<file path="config.mk">
export PLATFORM = sky130hd
export DESIGN_NAME = vedic_mul_pipe
export DESIGN_NICKNAME = d
export VERILOG_FILES = /design/src/rtl/vedic_mul_pipe.sv
export SDC_FILE = /design/constraint.sdc
export NUM_CORES = 1
export LEC_CHECK = 0
export CORE_MARGIN = 3
export CORE_UTILIZATION = 40
export DETAILED_ROUTE_END_ITERATION = 10
export HOLD_SLACK_MARGIN = 0.03
export PLACE_DENSITY = 0.64
export SLEW_MARGIN = 20
export SYNTH_ARGS = -nofsm -noshare
export SYNTH_HDL_FRONTEND = slang
export SYNTH_SLANG_ARGS = --single-unit
</file>
<file path="constraint.sdc">
create_clock -name clk -period 7.2 [get_ports clk]
set_input_delay 1.8 -clock clk [delete_from_list [all_inputs] [get_ports clk]]
set_output_delay 1.8 -clock clk [all_outputs]
set_load 0.005 [all_outputs]
</file>
<file path="src/rtl/vedic_mul_pipe.sv">
// Pipelined Urdhva-Tiryakbhyam multiplier: sign/magnitude front end, Vedic core built from 2x2
// cells, and a valid/ready handshake where a stall freezes every stage.
module vedic_mul_pipe #(
  parameter int unsigned WIDTH = 16,
  parameter int unsigned PIPE  = 3
) (
  input  logic               clk,
  input  logic               rst_n,
  input  logic               in_valid_i,
  output logic               in_ready_o,
  input  logic [WIDTH-1:0]   a_i,
  input  logic [WIDTH-1:0]   b_i,
  input  logic               sgn_i,
  output logic               out_valid_o,
  input  logic               out_ready_i,
  output logic [2*WIDTH-1:0] p_o
);

  localparam int unsigned H  = WIDTH / 2;
  localparam int unsigned HP = (H < 2) ? 2 : H;  // core width, at least one 2x2 cell
  localparam int unsigned ND = HP / 2;
  localparam int unsigned PW = 2 * WIDTH;

  function automatic logic [3:0] cell2(input logic [1:0] x, input logic [1:0] y);
    logic       c1;
    logic [3:0] r;
    r[0] = x[0] & y[0];
    r[1] = (x[1] & y[0]) ^ (x[0] & y[1]);
    c1   = (x[1] & y[0]) & (x[0] & y[1]);
    r[2] = (x[1] & y[1]) ^ c1;
    r[3] = (x[1] & y[1]) & c1;
    return r;
  endfunction

  // Bottom-up form of the recursion: all digit-pair products at one block size feed the next.
  function automatic logic [2*HP-1:0] vmul(input logic [HP-1:0] x, input logic [HP-1:0] y);
    logic [2*HP-1:0] cur [ND][ND];
    logic [2*HP-1:0] nxt [ND][ND];
    for (int unsigned i = 0; i < ND; i++) begin
      for (int unsigned j = 0; j < ND; j++) begin
        cur[i][j]      = '0;
        cur[i][j][3:0] = cell2(x[2*i +: 2], y[2*j +: 2]);
      end
    end
    for (int unsigned n = 4; n <= HP; n = n * 2) begin
      nxt = cur;
      for (int unsigned i = 0; i < HP / n; i++) begin
        for (int unsigned j = 0; j < HP / n; j++) begin
          nxt[i][j] = cur[2*i][2*j]
                    + ((cur[2*i+1][2*j] + cur[2*i][2*j+1]) << (n / 2))
                    + (cur[2*i+1][2*j+1] << n);
        end
      end
      cur = nxt;
    end
    return cur[0][0];
  endfunction

  logic                   stall;
  logic [WIDTH-1:0]       am_c, bm_c;
  logic                   neg_c;
  logic [WIDTH-1:0]       am_s, bm_s;
  logic                   neg_s, v_s;
  logic [3:0][2*H-1:0]    pp_c, pp_m;
  logic                   neg_m, v_m;
  logic [2*HP-1:0]        t_ll, t_hl, t_lh, t_hh;
  logic [PW-1:0]          pu, p_c;
  logic                   ov_q;
  logic [PW-1:0]          p_q;

  assign stall       = ov_q & ~out_ready_i;
  assign in_ready_o  = ~stall;
  assign out_valid_o = ov_q;
  assign p_o         = p_q;

  always_comb begin
    am_c  = (sgn_i & a_i[WIDTH-1]) ? -a_i : a_i;
    bm_c  = (sgn_i & b_i[WIDTH-1]) ? -b_i : b_i;
    neg_c = sgn_i & (a_i[WIDTH-1] ^ b_i[WIDTH-1]);
  end

  if (PIPE >= 2) begin : g_s1
    logic [WIDTH-1:0] am_q, bm_q;
    logic             neg1_q, v1_q;
    always_ff @(posedge clk or negedge rst_n) begin
      if (!rst_n) begin
        v1_q   <= 1'b0;
        am_q   <= '0;
        bm_q   <= '0;
        neg1_q <= 1'b0;
      end else if (!stall) begin
        v1_q <= in_valid_i;
        if (in_valid_i) begin
          am_q   <= am_c;
          bm_q   <= bm_c;
          neg1_q <= neg_c;
        end
      end
    end
    assign am_s  = am_q;
    assign bm_s  = bm_q;
    assign neg_s = neg1_q;
    assign v_s   = v1_q;
  end else begin : g_no_s1
    assign am_s  = am_c;
    assign bm_s  = bm_c;
    assign neg_s = neg_c;
    assign v_s   = in_valid_i;
  end

  // pp index: 0 = lo*lo, 1 = a_hi*b_lo, 2 = a_lo*b_hi, 3 = hi*hi
  always_comb begin
    t_ll    = vmul(HP'(am_s[H-1:0]), HP'(bm_s[H-1:0]));
    t_hl    = vmul(HP'(am_s[WIDTH-1:H]), HP'(bm_s[H-1:0]));
    t_lh    = vmul(HP'(am_s[H-1:0]), HP'(bm_s[WIDTH-1:H]));
    t_hh    = vmul(HP'(am_s[WIDTH-1:H]), HP'(bm_s[WIDTH-1:H]));
    pp_c[0] = t_ll[2*H-1:0];
    pp_c[1] = t_hl[2*H-1:0];
    pp_c[2] = t_lh[2*H-1:0];
    pp_c[3] = t_hh[2*H-1:0];
  end

  if (PIPE >= 3) begin : g_s2
    logic [3:0][2*H-1:0] pp_q;
    logic                neg2_q, v2_q;
    always_ff @(posedge clk or negedge rst_n) begin
      if (!rst_n) begin
        v2_q   <= 1'b0;
        pp_q   <= '0;
        neg2_q <= 1'b0;
      end else if (!stall) begin
        v2_q <= v_s;
        if (v_s) begin
          pp_q   <= pp_c;
          neg2_q <= neg_s;
        end
      end
    end
    assign pp_m  = pp_q;
    assign neg_m = neg2_q;
    assign v_m   = v2_q;
  end else begin : g_no_s2
    assign pp_m  = pp_c;
    assign neg_m = neg_s;
    assign v_m   = v_s;
  end

  always_comb begin
    pu  = PW'(pp_m[0])
        + ((PW'(pp_m[1]) + PW'(pp_m[2])) << H)
        + (PW'(pp_m[3]) << WIDTH);
    p_c = neg_m ? -pu : pu;
  end

  always_ff @(posedge clk or negedge rst_n) begin
    if (!rst_n) begin
      ov_q <= 1'b0;
      p_q  <= '0;
    end else if (!stall) begin
      ov_q <= v_m;
      if (v_m) p_q <= p_c;
    end
  end

endmodule

</file>
==> results of run 1 <==
[final cells by class]
cell class                 instances  area share
clock buffer                      18      0.0209
timing repair buffer              74      0.0357
inverter                         190      0.0348
clock inverter                    14     0.00513
multi-input combinational       1757       0.704
tap                              600      0.0366
sequential                       133       0.162
[layer usage]
metal  wire length [um]  share of wire  GRT usage  vias to the layer above
met3               1240          0.030     0.0217                       44
met4                767          0.018     0.0420                        0
met2              17900           0.43      0.264                      219
li1                   -              -          -                     7336
met5                  0              0          0                        -
met1              21600           0.52      0.246                     6621
[synth_stat cells (2+ instances only)]
library cell and n:
fa_1 76, o21ai_0 157, a21oi_1 124, xnor2_1 135
or3_1 5, o211ai_1 7, a211oi_1 3, or4_1 3
o41ai_1 4, nor3_1 18, nor4_1 2, dfrtp_1 133
o21ai_1 3, a31oi_1 3, nand2b_1 12, inv_1 190
xor2_1 78, a32oi_1 3, a41o_1 3, nor2_1 71
o31a_1 2, mux2_2 19, clkbuf_1 69, and3_1 11
and2_1 254, or2_2 3, mux2i_1 4, o21bai_1 38
o31ai_1 10, and3b_1 3, a21o_1 69, nand3_1 21
ha_1 390, nor2b_1 13, o21a_1 3, nand2_1 174
o41a_1 2, nand4_1 8
[through the flow]
step,instances,hold slack (ns),util
finish,2786,0.474,0.448
global route,2786,0.501,0.448
CTS,2786,0.485,0.448
detailed placement,2754,0.471,0.436
global placement,2754,0.464,0.436
floorplan,2150,0.436,-
[path summary, 6_finish.rpt]
check	startpoint	endpoint	slack, ns	depth (start not counted)
worst max register to register	am_s[2]$_DFFE_PN0P_	g_s2.pp_q[15]$_DFFE_PN0P_	1.23	24
worst min-delay path	p_o[2]$_DFFE_PN0P_	p_o[2]$_DFFE_PN0P_	0.47	2
min in group asynchronous	rst_n	g_s2.pp_q[59]$_DFFE_PN0P_	1.32	1
max in group asynchronous	rst_n	bm_s[2]$_DFFE_PN0P_	4.53	2
worst min register to register	p_o[2]$_DFFE_PN0P_	p_o[2]$_DFFE_PN0P_	0.47	2
worst max-delay path	am_s[2]$_DFFE_PN0P_	g_s2.pp_q[15]$_DFFE_PN0P_	1.23	24
[state kept, by name, indices dropped and copies added (netlist names)]
name	count
g_s2.neg2_q	1
p_o	32
g_s1.neg1_q	1
g_s2.pp_q	64
bm_s	16
g_s2.v2_q	1
am_s	16
out_valid_o	1
g_s1.v1_q	1
[cell families (layout without fill, tap and decap cells)]
kind of cell | Yosys count | count (layout) | synth area share
buffers and inverters | 260 | 296 | 0.0522
muxes | 23 | 23 | 0.0136
and+or+nand+nor | 608 | 608 | 0.171
DFF | 133 | 133 | 0.178
adders and majority gates | 466 | 466 | 0.342
xor gates and xnor gates | 213 | 213 | 0.0996
AOI/OAI and AO/OA | 447 | 447 | 0.145
[worst max-delay path: stages (launching register included)]
cell and delay (ns):
dfrtp_1 0.61, and2_1 0.29, ha_1 0.18, ha_1 0.27, ha_1 0.32, a21oi_1 0.16
xor2_1 0.19, fa_1 0.46, fa_1 0.54, inv_1 0.04, ha_1 0.31, inv_1 0.08
nor2_1 0.05, nor2_1 0.16, o21bai_1 0.09, a21oi_1 0.21, xor2_1 0.17, ha_1 0.25
ha_1 0.37, and3_1 0.20, a211oi_1 0.36, o21bai_1 0.11, a21oi_1 0.18, xnor2_1 0.13
o21ai_0 0.08
==> results.toml, run 1 <==
[clock_network]
cts_max_path_buffers = 2
hold_buffers = 0
htreeDepth = 4
clock_latency_ns = 0.44
cts.clk_slew.worst_paths_ns = 0.06
cts_root_buf = "clkbuf_16"
post_cts_resized = 0
cts_buffers = 17
tritoncts = "yes"
cts.sinks = 133
cts_setup_buffers = 0

[routing]
post-route-drc-count = 0
totalWireLength_um = 41500
dr.first_iter.drc_count = 724
ant_nets = 0
drtPass1Iterations = 5
drt-wirelength-per-cell_um = 14.9
viasPerCell = 5.10
via_count = 14220

[final_layout]
regArea_um2 = 3330
finalNetCount = 2676
final_cell_mix = "390 x ha_1, 254 x and2_1, 190 x inv_1"
fillers = 4457
mostFrequentLayoutCell = "ha_1"
diodes = 0
area_growth_pct = 9.43
final_area_um2 = 20500
multi_input_area_um2 = 14400
drive_above_1_share = 0.0334

[die]
chipWidth_um = 222
pin_count = 71
row_count = 78
die-area_um2 = 49500
start_util = 0.409
die_h_um = 222
core_area_um2 = 45800

[timing]
layout_min_cycle_time_ns = 5.97
period_share = 0.829
maxSlewHeadroom = 0.301
setup_slack_ns = 1.23
drv_slew = 0
clock.fmax_mhz = 168
hold_viol = 0
rsz0062_at_grt = "false"
setup-tns-final_ns = 0
worst_pin_slew_ns = 1.05
fin_skew_ns = 0.0111
final-setup-viol-count = 0

[global_routing]
antenna_found_initial = 0
track_usage = 0.168
grt_pass1_wl_um = 68900
grt_pass1_vias = 13917
gr-total-overflow = 0
grt_max_degree = 113

[place]
dpl_cell_area_um2 = 20000
place_ws_ns = 1.27
hpwl_um = 33700
place_congestion = 0.900
io_buffers = 70

[synth]
ys_seq_area_frac = 0.178
synth.area.top_cells = "ha_1 26%, dfrtp_1 18%, and2_1 8.5%"
synth_ff_type = "dfrtp_1"
netlist_area_um2 = 18700
yosysTopAreaCell = "ha_1"
synth_fp_nets = 2653
ys.warnings.count = 0
ys_seq_elements = 133
synthCells = 2150
synth-edff-count = 0
ys_types = 65
syn_avg_cell_area_um2 = 8.71
synthArstFlopShare = 1.00
synth_top_area_frac = 0.261

[status]
status = "complete, no violations"

[run]
cap_violations = 0

[min_path]
hp-class = "register to register"

[setup_path]
path_class = "register to register"
critPathArrivalTime_ns = 6.25
endpoint_kind = "register"
critPathMaxFanout = 17
cp-start-kind = "register"
required_ns = 7.48
Power of run 1 is not shown: default switching activity piles up to over one toggle a cycle in this logic, so the estimate is an artifact.
==> run 2, diff against run 1 <==
--- a/config.mk
+++ b/config.mk
@@ -9,7 +9,7 @@
 export CORE_UTILIZATION = 40
 export DETAILED_ROUTE_END_ITERATION = 10
 export HOLD_SLACK_MARGIN = 0.03
-export PLACE_DENSITY = 0.64
+export PLACE_DENSITY = 0.66
 export SLEW_MARGIN = 20
 export SYNTH_ARGS = -nofsm -noshare
 export SYNTH_HDL_FRONTEND = slang
==> constraint.sdc (replaced) <==
create_clock -name clk -period 5.37 [get_ports clk]
set_input_delay 1.3425 -clock clk [delete_from_list [all_inputs] [get_ports clk]]
set_output_delay 1.3425 -clock clk [all_outputs]
set_load 0.005 [all_outputs]
==> run 2 against run 1 <==
Compared with the run above:
- non-clock buffer count up 107
- cell area up 8.0%
- sequential share of layout area down 1.2 points
- routed wire length up 6.6%
- via count up 3.1%
- die area unchanged
- worst setup slack worse by 1.1 ns
- clock-buffer cell count down 1
- clock skew about the same
- largest cell class unchanged
==> results.toml, run 2 (same netlist as run 1, synthesis figures left out) <==
[status]
status = "complete, no violations"

[global_routing]
grt_max_degree = 113
gr-total-overflow = 0
track_usage = 0.175
antenna_found_initial = 0
grt_pass1_wl_um = 72500
grt_pass1_vias = 14670

[final_layout]
mostFrequentLayoutCell = "ha_1"
finalNetCount = 2783
final_cell_mix = "352 x ha_1, 238 x and2_1, 177 x inv_1"
diodes = 0
regArea_um2 = 3340
fillers = 4225
largest_reg_flops = 64
utilization = 0.484
stdcell_count = 2892
multi_input_area_um2 = 15200
final_area_um2 = 22100
regMostFlops = "g_s2.pp_q"
area_growth_pct = 18.2
drive_above_1_share = 0.135

[setup_path]
critPathArrivalTime_ns = 5.55
endpoint_kind = "register"
critPathMaxFanout = 7
required_ns = 5.64
path_class = "register to register"
cp-start-kind = "register"

[timing]
maxSlewHeadroom = 0.315
final-setup-viol-count = 0
worst_pin_slew_ns = 1.03
fin_skew_ns = 0.0107
layout_min_cycle_time_ns = 5.28
period_share = 0.983
rsz0062_at_grt = "true"
setup_slack_ns = 0.0926
clock.fmax_mhz = 189
hold_viol = 0
drv_slew = 0

[routing]
via_count = 14658
drt-wirelength-per-cell_um = 15.3
totalWireLength_um = 44200
viasPerCell = 5.07
post-route-drc-count = 0
dr.first_iter.drc_count = 585
drtPass1Iterations = 5
ant_nets = 0

[die]
chipWidth_um = 222
core_area_um2 = 45800
die-area_um2 = 49500
die_h_um = 222
pin_count = 71
start_util = 0.409
row_count = 78

[run]
cap_violations = 0

[place]
dpl_cell_area_um2 = 20600
hpwl_um = 35500
io_buffers = 70
dp_cells = 2842
place_ws_ns = -0.157
place_congestion = 0.897

[clock_network]
htreeDepth = 4
cts_max_path_buffers = 2
cts_root_buf = "clkbuf_16"
tritoncts = "yes"
cts_buffers = 17
cts.sinks = 133
cts.clk_slew.worst_paths_ns = 0.06
clock_latency_ns = 0.43

[min_path]
hp-class = "register to register"
==> run 2: cell types whose count changed in the layout (fill, tap and decap cells not counted), sizes merged <==
cell and delta:
buf +107, bufinv +2, clkbuf -1, clkinv +2, clkinvlp -4
==> run 2: worst paths after layout <==
| path | start | endpoint | slack (ns) | cells after the start |
|---|---|---|---|---|
| setup / recovery | am_s[0]$_DFFE_PN0P_ | g_s2.pp_q[15]$_DFFE_PN0P_ | 0.09 | 23 |
| hold / removal | p_o[21]$_DFFE_PN0P_ | p_o[21]$_DFFE_PN0P_ | 0.48 | 2 |
| setup reg to reg | am_s[0]$_DFFE_PN0P_ | g_s2.pp_q[15]$_DFFE_PN0P_ | 0.09 | 23 |
| hold reg to reg | p_o[21]$_DFFE_PN0P_ | p_o[21]$_DFFE_PN0P_ | 0.48 | 2 |
| max in group asynchronous | rst_n | bm_s[5]$_DFFE_PN0P_ | 3.58 | 2 |
| min in group asynchronous | rst_n | p_o[26]$_DFFE_PN0P_ | 0.83 | 1 |
==> run 2: area by class of cell <==
type | count | share of cell area
inverter | 190 | 0.0322
timing repair buffer | 181 | 0.0721
clock buffer | 17 | 0.0192
clock inverter | 14 | 0.00678
multi-input combinational | 1757 | 0.685
sequential | 133 | 0.151
tap | 600 | 0.0339
==> run 2: routing by layer <==
metal | GRT usage | vias up | wire length, um
li1 | - | 7547 | -
met1 | 0.245 | 6844 | 21700
met2 | 0.294 | 236 | 20600
met3 | 0.0213 | 31 | 1420
met4 | 0.0334 | 0 | 551
met5 | 0 | - | 0
==> run 2: repair_timing <==
action / 4_1_cts / 5_1_grt
resized for setup: 26 / 134
hold buffers: 0 / 0
setup endpoints to repair: 6 / 23
pin swaps: 26 / 80
gates cloned: 0 / 0
setup buffers: 0 / 19
==> run 2: critical path, cell delays in order, from the launching register on <==
cell	delay, ns
dfrtp_2	0.44
buf_6	0.15
and2_1	0.14
ha_1	0.21
inv_1	0.07
fa_2	0.44
fa_1	0.49
inv_1	0.05
fa_1	0.51
fa_2	0.42
a21oi_2	0.16
nor2_2	0.05
nor2_2	0.11
o21bai_1	0.09
a21oi_1	0.18
xor2_1	0.17
ha_1	0.28
ha_4	0.25
and3_4	0.18
a211oi_4	0.24
o21bai_1	0.11
a21oi_1	0.19
xnor2_1	0.14
o21ai_1	0.07
==> run 2: metrics by stage <==
| stage | setup TNS (ns) | hold slack, ns |
|---|---|---|
| floorplan | 0 | 0.436 |
| global placement | -0.0725 | 0.463 |
| detailed placement | -0.362 | 0.471 |
| CTS | 0 | 0.485 |
| global route | -0.632 | 0.507 |
| finish | 0 | 0.476 |
Power of run 2 is left out for the same reason.
==> run 3, diff against run 2 <==
--- a/config.mk
+++ b/config.mk
@@ -5,7 +5,6 @@
 export SDC_FILE = /design/constraint.sdc
 export NUM_CORES = 1
 export LEC_CHECK = 0
-export CORE_MARGIN = 3
 export CORE_UTILIZATION = 40
 export DETAILED_ROUTE_END_ITERATION = 10
 export HOLD_SLACK_MARGIN = 0.03
==> run 3 against run 2 <==
Compared with the run above:
- sequential share of layout area hardly changed
- critical path depth is 1 higher
- flip-flop and latch count stayed put
- hold slack better by 0.0020 ns
- register-to-register slack hardly changed
- worst setup slack worse by 0.0049 ns
- non-clock buffer count is 2 lower
- largest cell class unchanged
==> results.toml, run 3 (same netlist as run 1, synthesis figures left out) <==
[place]
place_ws_ns = -0.112
io_buffers = 70
hpwl_um = 35900
place_congestion = 0.868

[final_layout]
area_growth_pct = 18.2
mostFrequentLayoutCell = "ha_1"
final_cell_mix = "356 x ha_1, 243 x and2_1, 177 x inv_1"
utilization = 0.484
largest_reg_flops = 64
finalNetCount = 2781
regMostFlops = "g_s2.pp_q"
drive_above_1_share = 0.131
fillers = 4226
diodes = 0

[setup_path]
path_class = "register to register"
cp_top_family = "adder cells"
critPathMaxFanout = 4
slowest_stage = "fa_1"
crit_top_cell = "ha_1"
worstPathCellList = "and2_1, ha_1, ha_1, a21o_1, a21oi_2, xor2_1, fa_1, fa_1, inv_2, ha_4, inv_4, nor2_4, nor2_2, o21bai_1, a21oi_2, xnor2_1, ha_1, ha_4, nand2_2, nand2_2, a41o_1, o41a_1, xnor2_1, o21ai_1"
critPathArrivalTime_ns = 5.57
crit_buf_inv = 2
slowest_delay_ns = 0.55
required_ns = 5.65
cp-start-kind = "register"
endpoint_kind = "register"

[routing]
drtPass1Iterations = 7
dr.first_iter.drc_count = 750
viasPerCell = 5.13
drt-wirelength-per-cell_um = 15.6
ant_nets = 0
via_count = 14835
totalWireLength_um = 45100
post-route-drc-count = 0

[die]
die_h_um = 218
core_area_um2 = 45800
row_count = 78
pin_count = 71
start_util = 0.409
chipWidth_um = 218
die-area_um2 = 47700

[timing]
period_share = 0.984
hold_viol = 0
fin_skew_ns = 0.0157
layout_min_cycle_time_ns = 5.28
drv_slew = 0
holdWs_ns = 0.478
final-setup-viol-count = 0
maxSlewHeadroom = 0.303
worst_pin_slew_ns = 1.04
setup_slack_ns = 0.0877
rsz0062_at_grt = "true"
clock.fmax_mhz = 189

[min_path]
hp-class = "register to register"

[global_routing]
grt_pass1_wl_um = 72600
gr-total-overflow = 0
antenna_found_initial = 1
track_usage = 0.189
grt_max_degree = 134
grt_pass1_vias = 14716

[run]
cap_violations = 0

[clock_network]
htreeDepth = 4
cts_buffers = 17
cts.sinks = 133
tritoncts = "yes"
hold_buffers = 0
clock_latency_ns = 0.44
cts_root_buf = "clkbuf_16"
cts.clk_slew.worst_paths_ns = 0.07
cts_max_path_buffers = 2

[status]
status = "complete, no violations"
run 3: cell types whose count changed in the layout (fill, tap and decap cells not counted), sizes merged:
| cell | delta |
|---|---|
| clkinvlp | +2 |
| bufinv | +2 |
| clkinv | -6 |
| buf | -2 |
| inv | +1 |
| clkbuf | +2 |
run 3: worst reg2reg max path, cell delays in order (launching register included):
cell and delay [ns]:
dfrtp_1 0.42, and2_1 0.18, ha_1 0.31, ha_1 0.28, a21o_1 0.16, a21oi_2 0.13, xor2_1 0.18, fa_1 0.46
fa_1 0.55, inv_2 0.06, ha_4 0.28, inv_4 0.04, nor2_4 0.08, nor2_2 0.05, o21bai_1 0.17, a21oi_2 0.08
xnor2_1 0.20, ha_1 0.30, ha_4 0.26, nand2_2 0.08, nand2_2 0.05, a41o_1 0.22, o41a_1 0.38, xnor2_1 0.15
o21ai_1 0.07
run 3: stage by stage:
stage | area (um^2) | cells | TNS [ns]
floorplan | 18700 | 2150 | 0
global placement | 20600 | 2841 | -0.0734
CTS | 21400 | 2873 | -0.0213
finish | 22100 | 2891 | 0
global route | 22100 | 2891 | -0.969
detailed placement | 20600 | 2841 | -0.360
run 3: timing repair:
item | in CTS | in global routing
gates resized for setup | 16 | 136
pin swaps | 17 | 104
buffers inserted | 0 | 18
endpoints found under the setup margin | 6 | 24
run 3: area by class of cell:
class,count,area [um^2],area share
clock buffer,19,443,0.0200
clock inverter,13,195,0.00882
inverter,190,716,0.0323
multi-input combinational,1757,15100,0.683
sequential,133,3330,0.150
tap,600,751,0.0339
timing repair buffer,179,1570,0.0711
run 3: worst paths after layout:
check | endpoint | from | depth (start not counted) | slack [ns]
worst max-delay path | g_s2.pp_q[31]$_DFFE_PN0P_ | bm_s[7]$_DFFE_PN0P_ | 24 | 0.09
worst min-delay path | p_o[21]$_DFFE_PN0P_ | p_o[21]$_DFFE_PN0P_ | 2 | 0.48
worst max register to register | g_s2.pp_q[31]$_DFFE_PN0P_ | bm_s[7]$_DFFE_PN0P_ | 24 | 0.09
worst min register to register | p_o[21]$_DFFE_PN0P_ | p_o[21]$_DFFE_PN0P_ | 2 | 0.48
max in group asynchronous | bm_s[5]$_DFFE_PN0P_ | rst_n | 2 | 3.75
min in group asynchronous | p_o[27]$_DFFE_PN0P_ | rst_n | 2 | 0.94
run 3: metal layers:
layer / GRT usage / part of all wire
met2: 0.319 / 0.47
met3: 0.0219 / 0.032
met1: 0.256 / 0.48
met4: 0.0443 / 0.014
met5: 0 / 0
Power of run 3 is left out for the same reason.
